$ cat config.mk
export PLATFORM = sky130hd
export DESIGN_NAME = mem_arbiter
export DESIGN_NICKNAME = d
export VERILOG_FILES = /design/src/rtl/mem_arbiter.sv
export SDC_FILE = /design/constraint.sdc
export NUM_CORES = 1
export LEC_CHECK = 0
export ABC_AREA = 1
export BUFFER_PORTS_ARGS = -buffer_cell sky130_fd_sc_hd__buf_2
export CAP_MARGIN = 30
export CORE_MARGIN = 1
export CORE_UTILIZATION = 55
export DETAILED_ROUTE_END_ITERATION = 6
export HOLD_SLACK_MARGIN = 0.06
export PLACE_DENSITY_LB_ADDON = 0.08
export SLEW_MARGIN = 20
export SYNTH_ARGS = -nofsm -noshare
export SYNTH_HDL_FRONTEND = slang
export SYNTH_SLANG_ARGS = --single-unit
$ cat constraint.sdc
create_clock -name clk -period 10.66 [get_ports clk]
set_input_delay 1.599 -clock clk [delete_from_list [all_inputs] [get_ports clk]]
set_output_delay 1.599 -clock clk [all_outputs]
set_load 0.02 [all_outputs]
$ cat src/rtl/mem_arbiter.sv
// mem_arbiter: byte-serial RAM port shared by IF (4-byte reads) and LS
// (1/2/4-byte loads and stores). Read data is assembled little-endian.
// Optional macro MEM_RR_EN: round-robin tie-break instead of LS_PRIO.
// Ports: clk, rst (async, active-high)
//   IF : if_req, if_addr, if_flush -> if_done, if_data
//   LS : ls_req, ls_we, ls_size, ls_addr, ls_wdata -> ls_done, ls_rdata
//   RAM: mem_din in; mem_dout, mem_a, mem_wr out (all outputs registered)
module mem_arbiter #(
  parameter int ADDR_W  = 32,
  parameter bit LS_PRIO = 1'b1
) (
  input  logic              clk,
  input  logic              rst,
  input  logic              if_req,
  input  logic [ADDR_W-1:0] if_addr,
  input  logic              if_flush,
  output logic              if_done,
  output logic [31:0]       if_data,
  input  logic              ls_req,
  input  logic              ls_we,
  input  logic [1:0]        ls_size,
  input  logic [ADDR_W-1:0] ls_addr,
  input  logic [31:0]       ls_wdata,
  output logic              ls_done,
  output logic [31:0]       ls_rdata,
  input  logic [7:0]        mem_din,
  output logic [7:0]        mem_dout,
  output logic [ADDR_W-1:0] mem_a,
  output logic              mem_wr
);

  typedef enum logic [1:0] {
    IDLE, IF_RD, LS_RD, LS_WR
  } state_t;

  state_t            state_q, state_d;
  logic [2:0]        cnt_q, cnt_d;
  logic [2:0]        num_q, num_d;
  logic [ADDR_W-1:0] addr_q, addr_d;
  logic [31:0]       wdata_q, wdata_d;
  logic [31:0]       rbuf_q, rbuf_d;
  logic [ADDR_W-1:0] mem_a_q, mem_a_d;
  logic [7:0]        mem_dout_q, mem_dout_d;
  logic              mem_wr_q, mem_wr_d;
  logic              if_done_q, if_done_d;
  logic              ls_done_q, ls_done_d;
  logic [31:0]       if_data_q, if_data_d;
  logic [31:0]       ls_rdata_q, ls_rdata_d;

  logic              if_req_m, ls_req_m;
  logic              ls_win, gnt_if, gnt_ls;
  logic              issue, last_rd, last_wr;
  logic [2:0]        ls_n;
  logic [1:0]        cap_idx;
  logic [31:0]       rbuf_cap;
  logic [ADDR_W-1:0] addr_k;

`ifdef MEM_RR_EN
  // rr_q = 1: LS wins the next tie
  logic rr_q, rr_d;
  assign ls_win = rr_q;

  always_comb begin
    rr_d = rr_q;
    if (state_q == IF_RD && (if_flush || last_rd))
      rr_d = 1'b0 == 1'b0;
    else if ((state_q == LS_RD && last_rd) ||
             (state_q == LS_WR && last_wr))
      rr_d = 1'b0;
  end

  always_ff @(posedge clk or posedge rst) begin
    if (rst) rr_q <= 1'b1;
    else     rr_q <= rr_d;
  end
`else
  assign ls_win = LS_PRIO;
`endif

  // Requester just served is masked during its done cycle.
  always_comb begin
    if_req_m = if_req & ~if_done_q & ~if_flush;
    ls_req_m = ls_req & ~ls_done_q;
    gnt_ls   = ls_req_m & (~if_req_m | ls_win);
    gnt_if   = if_req_m & ~gnt_ls;
    unique case (ls_size)
      2'd0:    ls_n = 3'd1;
      2'd1:    ls_n = 3'd2;
      default: ls_n = 3'd4;
    endcase
    // cnt_q counts edges since grant; byte k lands at cnt_q == k+2
    issue    = cnt_q < num_q;
    last_rd  = cnt_q == num_q + 3'd1;
    last_wr  = cnt_q == num_q;
    cap_idx  = cnt_q[1:0] - 2'd2;
    addr_k   = addr_q + {{(ADDR_W-3){1'b0}}, cnt_q};
    rbuf_cap = rbuf_q;
    if (cnt_q >= 3'd2)
      rbuf_cap[{cap_idx, 3'b000} +: 8] = mem_din;
  end

  always_comb begin
    state_d = state_q;
    unique case (state_q)
      IDLE: begin
        if (gnt_ls)      state_d = ls_we ? LS_WR : LS_RD;
        else if (gnt_if) state_d = IF_RD;
      end
      IF_RD: if (if_flush || last_rd) state_d = IDLE;
      LS_RD: if (last_rd) state_d = IDLE;
      LS_WR: if (last_wr) state_d = IDLE;
      default: state_d = IDLE;
    endcase
  end

  always_comb begin
    cnt_d      = cnt_q + 3'd1;
    num_d      = num_q;
    addr_d     = addr_q;
    wdata_d    = wdata_q;
    rbuf_d     = rbuf_q;
    mem_a_d    = '0;
    mem_dout_d = '0;
    mem_wr_d   = 1'b0;
    if_done_d  = 1'b0;
    ls_done_d  = 1'b0;
    if_data_d  = if_data_q;
    ls_rdata_d = ls_rdata_q;
    unique case (state_q)
      IDLE: begin
        cnt_d = 3'd0;
        if (gnt_ls || gnt_if) begin
          cnt_d   = 3'd1;
          rbuf_d  = '0;
          num_d   = gnt_ls ? ls_n : 3'd4;
          addr_d  = gnt_ls ? ls_addr : if_addr;
          wdata_d = ls_wdata;
          mem_a_d = addr_d;
          if (gnt_ls && ls_we) begin
            mem_dout_d = ls_wdata[7:0];
            mem_wr_d   = 1'b1;
          end
        end
      end
      IF_RD, LS_RD: begin
        rbuf_d = rbuf_cap;
        if (issue) mem_a_d = addr_k;
        // flush beats a coincident final edge
        if (state_q == IF_RD && if_flush) begin
          mem_a_d = '0;
        end else if (last_rd) begin
          if (state_q == IF_RD) begin
            if_done_d = 1'b1;
            if_data_d = rbuf_cap;
          end else begin
            ls_done_d  = 1'b1;
            ls_rdata_d = rbuf_cap;
          end
        end
      end
      LS_WR: begin
        if (issue) begin
          mem_a_d    = addr_k;
          mem_dout_d = wdata_q[{cnt_q[1:0], 3'b000} +: 8];
          mem_wr_d   = 1'b1;
        end
        if (last_wr) ls_done_d = 1'b1;
      end
      default: ;
    endcase
  end

  always_ff @(posedge clk or posedge rst) begin
    if (rst) state_q <= IDLE;
    else     state_q <= state_d;
  end

  always_ff @(posedge clk or posedge rst) begin
    if (rst) begin
      cnt_q      <= '0;
      num_q      <= '0;
      addr_q     <= '0;
      wdata_q    <= '0;
      rbuf_q     <= '0;
      mem_a_q    <= '0;
      mem_dout_q <= '0;
      mem_wr_q   <= 1'b0;
      if_done_q  <= 1'b0;
      ls_done_q  <= 1'b0;
      if_data_q  <= '0;
      ls_rdata_q <= '0;
    end else begin
      cnt_q      <= cnt_d;
      num_q      <= num_d;
      addr_q     <= addr_d;
      wdata_q    <= wdata_d;
      rbuf_q     <= rbuf_d;
      mem_a_q    <= mem_a_d;
      mem_dout_q <= mem_dout_d;
      mem_wr_q   <= mem_wr_d;
      if_done_q  <= if_done_d;
      ls_done_q  <= ls_done_d;
      if_data_q  <= if_data_d;
      ls_rdata_q <= ls_rdata_d;
    end
  end

  assign if_done  = if_done_q;
  assign if_data  = if_data_q;
  assign ls_done  = ls_done_q;
  assign ls_rdata = ls_rdata_q;
  assign mem_a    = mem_a_q;
  assign mem_dout = mem_dout_q;
  assign mem_wr   = mem_wr_q;

endmodule

==> flow_metrics.tcl, run 1 <==
set metrics [dict create \
    fill_cells 1682 \
    drtIter0Drc 842 \
    vdd.ir_drop.worst_mv 0.160 \
    worst_slew_pin_slew_ns 0.919 \
    syn_inst 1372 \
    cpLargestDelayFamily "buffers and inverters" \
    fmaxAchievable_mhz 249 \
    netlist_area_sq_mm 0.0105 \
    placedInstanceArea_sq_mm 0.0116 \
    totalWireLength_um 27400 \
    antenna_found_initial 2 \
    grt_pass1_wl_um 45100 \
    met1Wirelength_um 12400 \
    clk_pin_slew_ns 0.06 \
    max_stage_delay_ns 0.69 \
    power_density_mw_per_mm2 295 \
    area_growth_pct 18.8 \
    place_ws_ns 6.14 \
    postLayoutCoreUtil 0.665 \
    wl_met3_um 1910 \
    hold_viol_final 0 \
    n_antenna_cell 0 \
    worstPathArrival_ns 4.43 \
    setup_viol 0 \
    place.gp.congestion 0.901 \
    start_kind "input port" \
    yosysWarningCount 0 \
    slew_violations 0 \
    grt_pass1_vias 9000 \
    ant_nets 0 \
    nNetsFinal 1697 \
    min_period_ns 4.01 \
    cpMostUsedCell "inv_2" \
    die_w_um 140 \
    rows 50 \
    drive_gt1_frac 0.182 \
    ios 219 \
    highest_layer "met5" \
    overflow 0 \
    clock_latency_ns 0.50 \
    syn-num-nets 1503 \
    ys_seq_elements 211 \
    root_buffer "clkbuf_16" \
    via_count 9525 \
    setup.worst_path.end_class "flop" \
    maxSlewHeadroom 0.386 \
    cp_slowest_cell "nor2_4" \
    grt_usage 0.288 \
    required_ns 11.08 \
    status "finished clean" \
    drc_errors 0 \
    cts_tree "done" \
    core_sq_mm 0.0187 \
    start_util 0.560 \
    ys_types 34 \
    whs_ns 0.462 \
    grt_start_max_net_pins 135 \
    portBuffers 218 \
    viasPerCell 5.25 \
    clock-sinks 211 \
    fp.dieArea_sq_mm 0.0196 \
    ctsHoldBuffers 0 \
    crit_buf_inv 5 \
    die_h_um 140 \
    cts_max_path_buffers 3 \
    crit_chain "buf_2, inv_1, nor2_4, a31oi_2, inv_2, nand2_4, inv_2, buf_4, nand2_1, o21ai_0" \
    numCtsBuffers 23 \
    hold_path_class "flop to flop" \
    crit_fanout 52 \
    grt_setup_unrepaired "false" \
    ys_seq_area_frac 0.504 \
    p_leak_nw 6.74 \
    clock_skew_ns 0.00915 \
    stdcell_area_sq_mm 0.0124 \
    cap_violations 0 \
    wl_per_cell_um 15.1 \
    cts_resized 0 \
    worst_slack_ns 6.65 \
    finalCritPeriodShare 0.376 \
    critPathKind "input port to flop" \
    firstDrtPassIters 5 \
    h-tree-depth 1 \
    post-dp-hpwl_um 18700 \
    wl_met2_um 12800 \
    post_cts_buffers 0 \
    timing.setup.tns_ns 0 \
    synth.avg_cell_area_sq_um 7.63 \
]
[layout by cell type, fill, tap and decap left out, types with 18 or more instances in the layout]
cell type,Yosys,final
nand3_1,117,117
buf_2,21,218
dfrtp_1,211,211
nor2_1,81,80
o21ai_0,104,104
inv_1,98,97
ha_1,18,18
nand2_1,581,581
a21oi_1,18,18
clkbuf_16,0,23
o21ai_1,23,23
[metal layers]
metal / global-route usage / vias up
met5: 0 / -
met3: 0.0424 / 30
li1: - / 4717
met4: 0.0613 / 2
met2: 0.466 / 343
met1: 0.414 / 4433
[kinds of logic (layout without fill, tap and decap cells)]
logic type	after synthesis	in the layout	share of synthesized area
simple gates	811	811	0.316
buf+inv	165	372	0.0707
compound gates	158	158	0.0783
flops	211	211	0.504
xor+xnor	8	8	0.00669
fa+ha+maj	19	19	0.0234
[worst register-to-register path: cells and delay by family, from the launching register on]
family,cells,cell delay (ns)
AOI/OAI and AO/OA,1,0.46
DFF,1,0.85
adders and majority gates,1,0.60
buffers and inverters,1,0.50
and+or+nand+nor,4,0.83
[cell usage after synthesis (all sizes together)]
cell      n  share of area
a21oi    18         0.0086
a31oi     1         0.0012
and2      3         0.0018
buf      34          0.023
clkbuf   26          0.010
clkinv    2        0.00072
dfrtp   211           0.50
fa        1         0.0019
ha       18          0.022
inv     103          0.037
nand2   590           0.22
nand3   117          0.056
nand3b    5         0.0036
nand4     7         0.0042
nor2     88          0.035
o211ai    1        0.00072
o21a      1        0.00072
o21ai   128          0.062
o21bai    1        0.00072
o22ai     8         0.0048
or2       1        0.00060
xnor2     1        0.00084
xor2      7         0.0059
[stage by stage]
stage | power [mW] | std cells
finish | 3.68 | 1813
global route | 3.94 | 1813
CTS | 3.67 | 1810
detailed placement | 2.85 | 1772
global placement | 2.78 | 1768
floorplan | 2.41 | 1372
[path summary, 6_finish.rpt]
| kind | cells after the start | endpoint | slack, ns | startpoint |
|---|---|---|---|---|
| max in group asynchronous | 4 | mem_dout[3] | 8.57 | rst |
| worst min register to register | 2 | ls_rdata[20] | 0.46 | ls_rdata[20] |
| worst max register to register | 7 | if_data[21] | 7.36 | cnt_q[1] |
| worst min-delay path | 2 | ls_rdata[20] | 0.46 | ls_rdata[20] |
| min in group asynchronous | 2 | addr_q[29] | 1.08 | rst |
| worst max-delay path | 10 | num_q[0] | 6.65 | ls_req |
[state kept, by name, indices dropped and copies added, names as in the netlist]
| signal | cells |
|---|---|
| mem_dout | 8 |
| ls_done | 1 |
| ls_rdata | 32 |
| wdata_q | 32 |
| state_q | 2 |
| if_done | 1 |
| mem_wr | 1 |
| cnt_q | 3 |
| rbuf_q | 32 |
| num_q | 3 |
| addr_q | 32 |
| if_data | 32 |
| mem_a | 32 |
[layout make-up]
type	instances	area [sq um]	area share
sequential	211	5280	0.425
tap	234	293	0.0235
clock buffer	32	639	0.0514
inverter	105	402	0.0323
timing repair buffer	229	1260	0.101
multi-input combinational	996	4450	0.358
clock inverter	6	113	0.00905
[power by group]
part           total [mW]  internal, mW  switching, mW  leakage (nW)
clock               0.800         0.489          0.311         0.367
combinational        1.56         0.467           1.09          3.61
sequential           1.32          1.11          0.203          2.77
Power figures use the tool's default switching activity.
==> run 2: changes to the inputs <==
==> constraint.sdc (replaced) <==
create_clock -name clk -period 3.75 [get_ports clk]
set_input_delay 0.5625 -clock clk [delete_from_list [all_inputs] [get_ports clk]]
set_output_delay 0.5625 -clock clk [all_outputs]
set_load 0.02 [all_outputs]
==> run 2 against run 1 <==
Compared with the run above:
- non-clock buffer count up 3
- first-iteration DRC count down 19%
- clock skew up 0.0029 ns
- critical path type is now flop to flop
- highest routed layer is now met4
- critical endpoint is now mem_a[9]
- critical path depth down 2
- total power rose to 2.8 times the previous value
- largest cell class unchanged
==> flow_metrics.tcl, run 2 (synthesis gave the netlist of run 1 again) <==
set metrics [dict create \
    status "finished clean" \
    hold_path_class "input port to asynchronous set/reset pin" \
    grt_pass1_wl_um 45200 \
    clock_latency_ns 0.51 \
    worst_slew_pin_slew_ns 0.736 \
    rows 50 \
    crit_fanout 21 \
    clock_skew_ns 0.0120 \
    critPathKind "flop to flop" \
    setup.worst_path.end_class "flop" \
    fmaxAchievable_mhz 359 \
    drc_errors 0 \
    max_stage_delay_ns 0.67 \
    clock-sinks 211 \
    core_sq_mm 0.0187 \
    crit_chain "inv_2, ha_1, nor2_1, nor2_1, nand2_1, inv_1, o21ai_0, o21ai_1" \
    cts_resized 0 \
    required_ns 4.18 \
    fp.dieArea_sq_mm 0.0196 \
    place_ws_ns 0.995 \
    timing.setup.tns_ns 0 \
    worst_slack_ns 0.962 \
    finalCritPeriodShare 0.744 \
    grt_usage 0.286 \
    cp_slowest_cell "inv_1" \
    grt_setup_unrepaired "false" \
    nNetsFinal 1700 \
    power_density_mw_per_mm2 832 \
    dp.cells 1778 \
    antenna_found_initial 1 \
    setup_viol 0 \
    maxSlewHeadroom 0.509 \
    layout_commonest_cell "nand2_1" \
    final_cell_mix "nand2_1 (581), buf_2 (218), dfrtp_1 (211)" \
    ios 219 \
    grt_pass1_vias 8997 \
    h-tree-depth 1 \
    portBuffers 218 \
    min_period_ns 2.79 \
    wl_per_cell_um 14.9 \
    area_growth_pct 18.4 \
    p_leak_nw 6.73 \
    start_util 0.560 \
    die_h_um 140 \
    numCtsBuffers 23 \
    drive_gt1_frac 0.187 \
    whs_ns 0.0761 \
    hold_viol_final 0 \
    cap_violations 0 \
    cts_max_path_buffers 3 \
    grt_start_max_net_pins 88 \
    cts_tree "done" \
    drtIter0Drc 685 \
    root_buffer "clkbuf_16" \
    firstDrtPassIters 7 \
    cpMostUsedCell "nor2_1" \
    ctsHoldBuffers 0 \
    clk_pin_slew_ns 0.06 \
    die_w_um 140 \
    via_count 9542 \
    ant_nets 0 \
    post-dp-hpwl_um 18800 \
    viasPerCell 5.25 \
    fin_cells 1818 \
    worstPathArrival_ns 3.22 \
    vdd.ir_drop.worst_mv 0.476 \
    totalWireLength_um 27100 \
    post_cts_buffers 0 \
    start_kind "flop" \
    overflow 0 \
    place.gp.congestion 0.937 \
    slew_violations 0 \
]
[run 2: changes by cell type in the layout (fill, tap and decap cells not counted), sizes merged]
cell / before / now
clkinvlp: 0 / 4
buf: 229 / 232
clkinv: 5 / 7
bufinv: 3 / 1
inv: 103 / 104
diode: 0 / 1
clkbuf: 32 / 28
[run 2: worst max-delay path, delay by kind of cell (launching register included)]
kind	cells	cell delay [ns]
buffers and inverters	2	1.07
and+or+nand+nor	3	0.46
AOI/OAI and AO/OA	2	0.38
adders and majority gates	1	0.22
DFF	1	0.56
[run 2: worst paths after layout]
| path | from | end | slack, ns | cells after the start |
|---|---|---|---|---|
| worst max-delay path | cnt_q[0] | mem_a[9] | 0.96 | 8 |
| worst min-delay path | rst | if_data[11] | 0.08 | 2 |
| worst max register to register | cnt_q[0] | mem_a[9] | 0.96 | 8 |
| worst min register to register | ls_rdata[15] | ls_rdata[15] | 0.46 | 2 |
| max in group asynchronous | rst | addr_q[3] | 2.83 | 3 |
| min in group clk | ls_wdata[14] | wdata_q[14] | 0.24 | 3 |
[run 2: metal layers]
metal,vias up,GRT usage,routed length (um),part of all wire
met2,370,0.450,12200,0.45
met5,-,0,0,0
met4,0,0.0682,405,0.015
li1,4714,-,-,-
met3,37,0.0451,2000,0.074
met1,4421,0.418,12500,0.46
[run 2: area by class of cell]
| cell class | count | area [sq um] |
|---|---|---|
| fillers | 1656 | 6310 |
| flip-flops and latches | 211 | 5280 |
| multi-input cells | 996 | 4450 |
| repair buffers | 232 | 1240 |
| clock buffers | 28 | 634 |
| inverters | 105 | 398 |
| well taps | 234 | 293 |
| clock inverters | 11 | 95.1 |
| diodes | 1 | 2.50 |
[run 2: through the flow]
step	instance area (sq um)	total power, mW	util
CTS	12400	10.3	0.662
global placement	11600	7.99	0.623
finish	12400	10.3	0.663
global route	12400	11.1	0.662
floorplan	10500	6.85	-
detailed placement	11700	8.10	0.623
[run 2: power by group]
| part | switching [mW] | total (mW) | internal (mW) |
|---|---|---|---|
| logic | 3.06 | 4.36 | 1.30 |
| clock network | 0.932 | 2.20 | 1.27 |
| registers | 0.585 | 3.75 | 3.16 |
| total | 4.58 | 10.3 | 5.73 |
==> run 3: changes to the inputs <==
==> constraint.sdc (replaced) <==
create_clock -name clk -period 2.72 [get_ports clk]
set_input_delay 0.408 -clock clk [delete_from_list [all_inputs] [get_ports clk]]
set_output_delay 0.408 -clock clk [all_outputs]
set_load 0.02 [all_outputs]
==> run 3 against run 2 <==
Compared with the run above:
- clock power up 34%
- worst hold slack improved by 0.021 ns
- first-iteration DRC count up 2.2%
- die area stayed put
- design area grew 0.69%
- maximum frequency grew 13%
- register-to-register slack worse by 0.71 ns
- core utilization rose by 0.45 points
- cell count increased by 0.50%
- sequential power increased by 38%
- highest routed layer is now met5
==> flow_metrics.tcl, run 3 (synthesis gave the netlist of run 1 again) <==
set metrics [dict create \
    status "finished clean" \
    cap_violations 0 \
    p_leak_nw 6.79 \
    cts_tree "done" \
    hold_path_class "input port to flop" \
    r2r-start "cnt_q[1]" \
    worst_slack_ns 0.256 \
    fmaxAchievable_mhz 406 \
    area_growth_pct 19.2 \
    die_w_um 140 \
    worst_slew_pin_slew_ns 0.785 \
    critPathKind "flop to flop" \
    antenna_found_initial 1 \
    timing.setup.tns_ns 0 \
    crit_start "cnt_q[1]" \
    power_density_mw_per_mm2 1150 \
    final_cell_mix "nand2_1 (581), buf_2 (218), dfrtp_1 (211)" \
    clock_latency_ns 0.50 \
    crit_fanout 10 \
    setup.worst_path.end_class "flop" \
    rrSetupSlack_ns 0.26 \
    setup_viol 0 \
    finalCritPeriodShare 0.906 \
    maxSlewHeadroom 0.476 \
    clk_pin_slew_ns 0.06 \
    stdcell_area_sq_mm 0.0125 \
    firstDrtPassIters 5 \
    post_cts_buffers 0 \
    slew_violations 0 \
    min_period_ns 2.46 \
    start_util 0.560 \
    drc_errors 0 \
    wl_per_cell_um 15.3 \
    clock-sinks 211 \
    clock_skew_ns 0.0101 \
    drive_gt1_frac 0.190 \
    postLayoutCoreUtil 0.667 \
    grt_pass1_wl_um 45700 \
    vdd.ir_drop.worst_mv 0.705 \
    holdPathStages 3 \
    whs_ns 0.0967 \
    drtIter0Drc 700 \
    portBuffers 218 \
    post-dp-hpwl_um 19400 \
    ant_nets 0 \
    dp.cells 1788 \
    place.gp.congestion 0.942 \
    viasPerCell 5.30 \
    worstPathArrival_ns 2.91 \
    grt_setup_unrepaired "false" \
    core_sq_mm 0.0187 \
    required_ns 3.16 \
    min_from "ls_wdata[26]" \
    placedInstanceArea_sq_mm 0.0118 \
    hold_viol_final 0 \
    ios 219 \
    grt_usage 0.291 \
    place_ws_ns 0.339 \
    n_antenna_cell 0 \
    die_h_um 140 \
    cts_resized 0 \
    totalWireLength_um 28000 \
    via_count 9680 \
    rows 50 \
    worstRegToRegCells 7 \
    h-tree-depth 1 \
    root_buffer "clkbuf_16" \
    overflow 0 \
    total_power_mw 14.3 \
    holdPathEnd "wdata_q[26]" \
    numCtsBuffers 22 \
    ctsHoldBuffers 1 \
    grt_start_max_net_pins 65 \
    nNetsFinal 1710 \
    layout_commonest_cell "nand2_1" \
    fp.dieArea_sq_mm 0.0196 \
    start_kind "flop" \
    fin_cells 1827 \
    grt_pass1_vias 8921 \
    cts_max_path_buffers 3 \
    r2r_end "if_data[20]" \
]
[run 3: final cells by class]
class,count,area [sq um]
flip-flops and latches,211,5280
fillers,1644,6230
repair buffers,243,1350
clock inverters,8,65.1
well taps,234,293
inverters,105,398
multi-input cells,996,4450
clock buffers,30,642
[run 3: worst max path at each step]
stage                  endpoint  slack [ns]
detailed placement    mem_a[26]        0.34
CTS                   mem_a[26]        0.33
finish              if_data[20]        0.26
global placement    if_data[20]        0.39
floorplan             addr_q[0]       -0.43
global route          mem_a[22]        0.04
[run 3: worst max-delay path: stages, from the launching register on]
cell     delay, ns
dfrtp_1       0.60
inv_1         0.19
ha_1          0.35
nor2_1        0.48
nand2_1       0.13
o21ai_0       0.43
nand3_1       0.13
nand2_1       0.10
[run 3: routing by layer]
metal	wire length, um	global-route usage	part of all wire
met3	2110	0.0472	0.076
met2	12400	0.445	0.44
met5	13	0	0.00046
met1	13000	0.438	0.47
met4	429	0.0630	0.015
[run 3: power breakdown]
group / internal (mW) / total [mW] / switching [mW]
Combinational: 1.88 / 6.21 / 4.34
Clock: 1.74 / 2.95 / 1.21
Sequential: 4.36 / 5.17 / 0.804
